### config.mk
export PLATFORM = sky130hd
export DESIGN_NAME = axi_read_arbiter
export DESIGN_NICKNAME = d
export VERILOG_FILES = /design/src/rtl/axi_read_arbiter.sv
export SDC_FILE = /design/constraint.sdc
export NUM_CORES = 1
export LEC_CHECK = 0
export BUFFER_PORTS_ARGS = -buffer_cell sky130_fd_sc_hd__buf_2
export CAP_MARGIN = 40
export CORE_AREA = 2 2 100 102
export CTS_CLUSTER_SIZE = 12
export DETAILED_ROUTE_END_ITERATION = 8
export DIE_AREA = 0 0 102 104
export HOLD_SLACK_MARGIN = 0.06
export PLACE_DENSITY_LB_ADDON = 0.08
export SETUP_SLACK_MARGIN = 0.05
export SLEW_MARGIN = 20
export SYNTH_ARGS = -nofsm -noshare
export SYNTH_HDL_FRONTEND = slang
export SYNTH_SLANG_ARGS = --single-unit
### constraint.sdc
create_clock -name clk -period 1.5 [get_ports clk]
set_input_delay 0.075 -clock clk [delete_from_list [all_inputs] [get_ports clk]]
set_output_delay 0.075 -clock clk [all_outputs]
set_load 0.02 [all_outputs]
### src/rtl/axi_read_arbiter.sv
// axi_read_arbiter: round-robin sharing of one AXI read port between two masters, one burst per grant.
module axi_read_arbiter #(
  parameter int ADDR_WIDTH         = 32,
  parameter int READ_CHANNEL_WIDTH = 32,
  parameter int READ_BURST_LEN     = 8
) (
  input  logic                          clk,
  input  logic                          rst,
  input  logic                          m0_ARVALID,
  output logic                          m0_ARREADY,
  input  logic [ADDR_WIDTH-1:0]         m0_ARADDR,
  input  logic [READ_BURST_LEN-1:0]     m0_ARLEN,
  input  logic [2:0]                    m0_ARSIZE,
  input  logic [1:0]                    m0_ARBURST,
  output logic                          m0_RVALID,
  input  logic                          m0_RREADY,
  output logic [READ_CHANNEL_WIDTH-1:0] m0_RDATA,
  output logic                          m0_RLAST,
  output logic [1:0]                    m0_RRESP,
  input  logic                          m1_ARVALID,
  output logic                          m1_ARREADY,
  input  logic [ADDR_WIDTH-1:0]         m1_ARADDR,
  input  logic [READ_BURST_LEN-1:0]     m1_ARLEN,
  input  logic [2:0]                    m1_ARSIZE,
  input  logic [1:0]                    m1_ARBURST,
  output logic                          m1_RVALID,
  input  logic                          m1_RREADY,
  output logic [READ_CHANNEL_WIDTH-1:0] m1_RDATA,
  output logic                          m1_RLAST,
  output logic [1:0]                    m1_RRESP,
  output logic                          s_ARVALID,
  input  logic                          s_ARREADY,
  output logic [ADDR_WIDTH-1:0]         s_ARADDR,
  output logic [READ_BURST_LEN-1:0]     s_ARLEN,
  output logic [2:0]                    s_ARSIZE,
  output logic [1:0]                    s_ARBURST,
  input  logic                          s_RVALID,
  output logic                          s_RREADY,
  input  logic [READ_CHANNEL_WIDTH-1:0] s_RDATA,
  input  logic                          s_RLAST,
  input  logic [1:0]                    s_RRESP,
  output logic [1:0]                    grant,
  output logic                          protocol_err
);
  typedef enum logic [1:0] {IDLE, ADDR, DATA} state_t;
  state_t                    state_q, state_d;
  logic                      owner_q, owner_d, last_q, last_d, err_q;
  logic [READ_BURST_LEN-1:0] len_q, beat_q;
  logic                      in_addr, in_data, ar_hs, r_hs;
  assign in_addr    = state_q == ADDR;
  assign in_data    = state_q == DATA;
  assign s_ARVALID  = in_addr & (owner_q ? m1_ARVALID : m0_ARVALID);
  assign s_ARADDR   = owner_q ? m1_ARADDR : m0_ARADDR;
  assign s_ARLEN    = owner_q ? m1_ARLEN : m0_ARLEN;
  assign s_ARSIZE   = owner_q ? m1_ARSIZE : m0_ARSIZE;
  assign s_ARBURST  = owner_q ? m1_ARBURST : m0_ARBURST;
  assign m0_ARREADY = in_addr & ~owner_q & s_ARREADY;
  assign m1_ARREADY = in_addr & owner_q & s_ARREADY;
  assign s_RREADY   = in_data & (owner_q ? m1_RREADY : m0_RREADY);
  assign m0_RVALID  = in_data & ~owner_q & s_RVALID;
  assign m1_RVALID  = in_data & owner_q & s_RVALID;
  assign m0_RDATA   = s_RDATA;
  assign m1_RDATA   = s_RDATA;
  assign m0_RLAST   = s_RLAST;
  assign m1_RLAST   = s_RLAST;
  assign m0_RRESP   = s_RRESP;
  assign m1_RRESP   = s_RRESP;
  assign grant      = {(state_q != IDLE) & owner_q, (state_q != IDLE) & ~owner_q};
  assign protocol_err = err_q;
  assign ar_hs      = s_ARVALID & s_ARREADY;
  assign r_hs       = s_RVALID & s_RREADY;
  always_comb begin
    state_d = state_q;
    owner_d = owner_q;
    last_d  = last_q;
    case (state_q)
      IDLE: if (m0_ARVALID | m1_ARVALID) begin
        owner_d = (m0_ARVALID & m1_ARVALID) ? ~last_q : m1_ARVALID;
        state_d = ADDR;
      end
      ADDR: if (ar_hs) state_d = DATA;
      DATA: if (r_hs & s_RLAST) begin
        state_d = IDLE;
        last_d  = owner_q;
      end
      default: state_d = IDLE;
    endcase
  end
  // A length error is RLAST disagreeing with the beat counter reaching the latched ARLEN.
  always_ff @(posedge clk) begin
    if (rst) begin
      state_q <= IDLE;
      owner_q <= 1'b0;
      last_q  <= 1'b1;
      len_q   <= '0;
      beat_q  <= '0;
      err_q   <= 1'b0;
    end else begin
      state_q <= state_d;
      owner_q <= owner_d;
      last_q  <= last_d;
      len_q   <= ar_hs ? s_ARLEN : len_q;
      beat_q  <= ar_hs ? '0 : r_hs ? beat_q + 1'b1 : beat_q;
      err_q   <= err_q | (r_hs & (s_RLAST != (beat_q == len_q)));
    end
  end
endmodule

==> flow_summary.yaml, run 1 <==
final_layout:
  layout-drive-gt1-share: 0.714
  syn_to_final_growth_pct: 43.9
  antenna_cells: 0
  fin_cells: 472
  final_net_count: 474
placed_design:
  port_buffers: 154
  dp.cells: 464
  gp_congestion: 0.730
  hpwl_mm: 5.80
  dpl_worst_slack_ns: -0.0499
floorplanning:
  rows: 36
  die_h_um: 104
  dieWidth_um: 102
  dieArea_um2: 10600
  start_util: 0.219
  core-area_um2: 9550
  io_pins: 257
sta:
  fmax_mhz: 670
  rsz0062_at_grt: "yes"
  whs_ns: 0.129
  fin_skew_ns: 0.00525
  hold_viol: 0
  setup_ws_ns: 0.00756
  period_minus_slack_ns: 1.49
  period_share: 0.995
  worst_pin_slew_ns: 0.535
  maxSlewHeadroom: 0.643
  drv_slew: 0
  setup_viol: 0
cts:
  cts_root_buffer: "clkbuf_8"
  cts_hold_buffers: 0
  clockBufferDepth: 2
  clock_sinks: 21
  clk_pin_slew_ns: 0.08
  cts_buffers: 3
  cts_tree: "built"
  h-tree-depth: 1
  clkLatencyLatePin_ns: 0.26
worst_hold_path:
  hp-start: "m1_ARVALID"
  min_path_type: "input port to flip-flop"
  holdPathStages: 3
  whs_endpoint: "owner_q"
grt:
  overflow: 0
  track_usage: 0.127
  grt_max_degree: 22
  antenna_found_initial: 0
  grt_pass1_wl_mm: 10.6
  grt_pass1_vias: 2030
worst_setup_path:
  path_buf_inv: 2
  worstPathArrival_ns: 1.42
  cp-start-kind: "flip-flop"
  cpLargestDelayFamily: "flip-flops"
  r2r-start: "owner_q"
  cp_data_required_time_ns: 1.42
  crit_slowest_cell: "dfxtp_4"
  crit_path_max_incr_delay_ns: 0.44
  reg2regPathDepth: 4
  criticalPathCategory: "flip-flop to output port"
  end_kind: "output port"
  worstPathMaxFanout: 21
  crit_path_cell_trace: "buf_12, mux2_2, buf_4"
  rr_endpoint: "beat_q[6]"
  reg2reg_slack_ns: 0.06
power:
  fin_total_pwr_mw: 1.86
  power_leakage_nw: 1.36
  peakVddDrop_v: 0.000197
  power_density_nw_per_um2: 617
detailed_routing:
  wl_per_cell_um: 15.3
  drt_iter0_drc: 40
  drtAntennaViolNets: 0
  drc_errors: 0
  viasPerCell: 4.22
  wirelength_mm: 7.20
  dr_total_vias: 1992
  first_pass_iters: 4
synthesis:
  synth-simple-area-share: 0.165
  synth-compound-area-share: 0.0563
  synthArstFlopShare: 0
  synth.distinct_cells: 35
  synth_top_family_by_area: "buffers and inverters"
  synth_xor_area_frac: 0.0377
  synth_top_area_cell: "buf_4"
  synth.mux.area_fraction: 0.254
  yosysSeqAreaShare: 0.201
  synth_nets: 379
  netlist_area_um2: 2090
  synth_adder_area_share: 0.00598
  synth_cells: 245
  synth_common_cells: "buf_4, mux2_2, dfxtp_1"
  synth.ff_latch_count: 21
  synth.avg_cell_area_um2: 8.53
  synth_top_area_frac: 0.251
  synth-edff-count: 0
  synthTopCellsByArea: "buf_4, mux2_2, dfxtp_1"
  yosysMostFrequentCell: "buf_4"
  yosysWarnings: 0
  synth_top_flop_cell: "dfxtp_1"
run:
  maxCapViolations: 0
run_status:
  status: "complete, no violations"
report_power, final:
part | internal (mW) | leakage (nW) | switching, mW
clock network | 0.185 | 0.0255 | 0.199
logic | 0.458 | 1.17 | 0.418
registers | 0.577 | 0.172 | 0.0196
total | 1.22 | 1.36 | 0.637
layer usage:
metal,track usage,share of wire,vias to the layer above
li1,-,-,973
met1,0.151,0.39,920
met2,0.219,0.50,83
met3,0.0302,0.085,16
met4,0.0419,0.022,0
met5,0,0,-
what timing repair did:
item	CTS	global route
resized for setup	72	37
gates cloned	1	0
setup endpoints to repair	65	60
hold endpoints to repair	0	0
pin swaps	3	7
buffers inserted	1	2
worst reg2reg max path, stage by stage (launching register included):
cell	delay, ns
dfxtp_4	0.44
mux2_4	0.22
nand3_4	0.12
or4_4	0.49
a21oi_2	0.12
cells by family (layout without fill, tap and decap cells):
group,count (synthesis),count (layout)
buf+inv,82,176
xor+xnor,9,9
flops,21,21
compound gates,19,19
mux,47,47
simple gates,66,66
fa+ha+maj,1,1
layout by cell type, fill, tap and decap left out, types with 2 or more instances in the layout:
master      n
o21ai_0     4
a21oi_2     5
a21oi_1     3
clkbuf_8    3
mux2_4     22
inv_1       3
or4_4       2
buf_4      28
or3_4       3
or3_1       2
nand4_1     7
buf_2     114
dfxtp_2     2
nor3_1     17
dfxtp_1    18
nand2_1     8
buf_6      25
nor2_1     17
mux2_2     24
o31ai_1     2
xnor2_1     9
sequential cells by signal (all words and copies together), names as in the netlist:
| register | cells |
|---|---|
| owner_q | 1 |
| len_q | 8 |
| last_q | 1 |
| state_q | 2 |
| beat_q | 8 |
| protocol_err | 1 |
stage by stage:
stage	util	area, µm²	TNS [ns]
2_1_floorplan	-	2090	0
3_3_place_gp	0.267	2550	0
3_5_place_dp	0.267	2550	-0.248
4_1_cts	0.298	2850	0
5_1_grt	0.315	3010	-0.722
6_report	0.315	3010	0
worst max-delay path by stage:
stage	slack, ns	cells past startpoint	endpoint	from
floorplan	0.06	5	beat_q[7]	owner_q
global placement	0.004	4	beat_q[0]	owner_q
detailed placement	-0.05	4	beat_q[0]	owner_q
CTS	0.002	3	s_ARADDR[6]	owner_q
global route	-0.04	4	beat_q[3]	state_q[1]
finish	0.008	3	s_ARADDR[7]	owner_q
layout make-up:
cell class	instances	area, µm²
Clock inverter	1	5.00
Fill cell	1055	6540
Multi-Input combinational cell	142	1250
Timing Repair Buffer	169	1110
Sequential cell	21	427
Inverter	3	11.3
Tap cell	133	166
Clock buffer	3	41.3
No activity file was read; power rests on OpenSTA's default activity.
==> inputs of run 2 (changes only) <==
Settings changed: CELL_PAD_IN_SITES_DETAIL_PLACEMENT from default to 2, CELL_PAD_IN_SITES_GLOBAL_PLACEMENT from default to 2, CORE_AREA 2 2 100 102 to default, CORE_ASPECT_RATIO from default to 1.4, CORE_MARGIN from default to 2, CORE_UTILIZATION from default to 13, DIE_AREA 0 0 102 104 to default, MAX_ROUTING_LAYER from default to met4.
==> flow_summary.yaml, run 2 (same netlist as run 1, synthesis figures left out) <==
final_layout:
  fin_cells: 540
  multiInputGateArea_um2: 1170
  syn_to_final_growth_pct: 49.2
  most-common-layout-cells: "buf_2, mux2_2, buf_4, buf_6, dfxtp_1"
  filler_cell_count: 1864
  layout-drive-gt1-share: 0.698
  final_net_count: 479
  final_core_util: 0.199
  largestRegisters: "beat_q x8, len_q x8, state_q x2"
  antenna_cells: 0
  register_area_um2: 427
  layout_commonest_cell: "buf_2"
sta:
  period_share: 0.998
  fin_skew_ns: 0.00855
  rsz0062_at_grt: "yes"
  hold_viol: 0
  fmax_mhz: 668
  setup_ws_ns: 0.00244
  period_minus_slack_ns: 1.50
  whs_ns: 0.142
  maxSlewHeadroom: 0.699
  worst_pin_slew_ns: 0.452
  setup_viol: 0
  drv_slew: 0
grt:
  grt_pass1_wl_mm: 14.1
  antenna_found_initial: 0
  grt_pass1_vias: 2451
  overflow: 0
  grt_max_degree: 23
  track_usage: 0.111
placed_design:
  port_buffers: 154
  dp.cells: 530
  gp_congestion: 0.728
  dpl_worst_slack_ns: -0.0953
  hpwl_mm: 8.11
power:
  share_comb_of_total_power: 0.423
  peakVddDrop_v: 0.000379
  fin_total_pwr_mw: 2.10
  pwr-share-clk: 0.292
  netSwitchingFraction: 0.335
  p_seq_frac: 0.285
  power_leakage_nw: 1.37
  internal_power_mw: 1.39
  power_density_nw_per_um2: 672
  p_switching_mw: 0.703
cts:
  cts_tree: "built"
  clkLatencyLatePin_ns: 0.26
  h-tree-depth: 1
  clk_pin_slew_ns: 0.06
  cts_buffers: 3
  clockBufferDepth: 2
  clock_sinks: 21
  cts_root_buffer: "clkbuf_16"
  cts_hold_buffers: 0
detailed_routing:
  viasPerCell: 3.86
  drt_iter0_drc: 25
  wl_per_cell_um: 17.9
  wirelength_mm: 9.68
  drtAntennaViolNets: 0
  first_pass_iters: 4
  dr_total_vias: 2083
  drc_errors: 0
floorplanning:
  core-area_um2: 15700
  rows: 54
  die_h_um: 154
  dieArea_um2: 17100
  start_util: 0.133
  io_pins: 257
  dieWidth_um: 111
worst_setup_path:
  reg2reg_slack_ns: 0.06
  end_kind: "output port"
  cp-start-kind: "flip-flop"
  reg2regPathDepth: 4
  cp_data_required_time_ns: 1.42
  criticalPathCategory: "flip-flop to output port"
  worstPathArrival_ns: 1.42
  rr_endpoint: "beat_q[6]"
  worstPathMaxFanout: 22
  r2r-start: "owner_q"
worst_hold_path:
  whs_endpoint: "owner_q"
  min_path_type: "input port to flip-flop"
  hp-start: "m1_ARVALID"
  holdPathStages: 3
run:
  maxCapViolations: 0
run_status:
  status: "complete, no violations"
==> run 2: final cells by class <==
type	instances	share of cell area
inverters	3	0.00361
repair buffers	174	0.378
flip-flops and latches	21	0.137
clock buffers	3	0.0241
multi-input cells	142	0.376
well taps	196	0.0786
clock inverters	1	0.00241
==> run 2: critical path: stages, from the launching register on <==
cell and delay (ns):
dfxtp_4 0.42, buf_12 0.19, mux2_2 0.38, buf_2 0.17
==> run 2: worst max-delay path by stage <==
stage | startpoint | to | slack (ns) | cells past startpoint
after global routing | owner_q | s_ARLEN[1] | -0.05 | 3
after CTS | owner_q | s_ARLEN[5] | -0.06 | 3
final | owner_q | s_ARLEN[5] | 0.002 | 3
after global placement | owner_q | len_q[5] | -0.07 | 4
after detailed placement | owner_q | len_q[5] | -0.1 | 4
after floorplan | owner_q | beat_q[7] | 0.06 | 5
==> run 2: metal layers <==
layer / track usage / wire length [µm] / up-vias
met1: 0.0919 / 2940 / 984
met2: 0.226 / 5710 / 91
met5: - / 0 / -
met4: 0.0476 / 350 / 0
met3: 0.0280 / 683 / 26
li1: - / - / 982
==> run 2: repair_timing <==
action                     CTS  global route
pin swaps                    4             3
gates resized for setup     32            68
setup endpoints to repair   61            64
cloned                       1             1
setup buffers                2             2
==> run 2: power by group through the flow <==
stage	Clock (mW)	Sequential (mW)	Combinational, mW
after floorplan	0	0.601	0.679
after global placement	0	0.606	0.741
after detailed placement	0	0.607	0.745
after CTS	0.641	0.599	0.803
after global routing	0.670	0.600	0.957
final	0.612	0.597	0.888
==> run 2: stage by stage <==
step	area, µm²	TNS [ns]
after floorplan	2090	0
after global placement	2640	-0.135
after detailed placement	2640	-0.140
after CTS	2870	-0.575
after global routing	3120	-0.447
final	3120	0
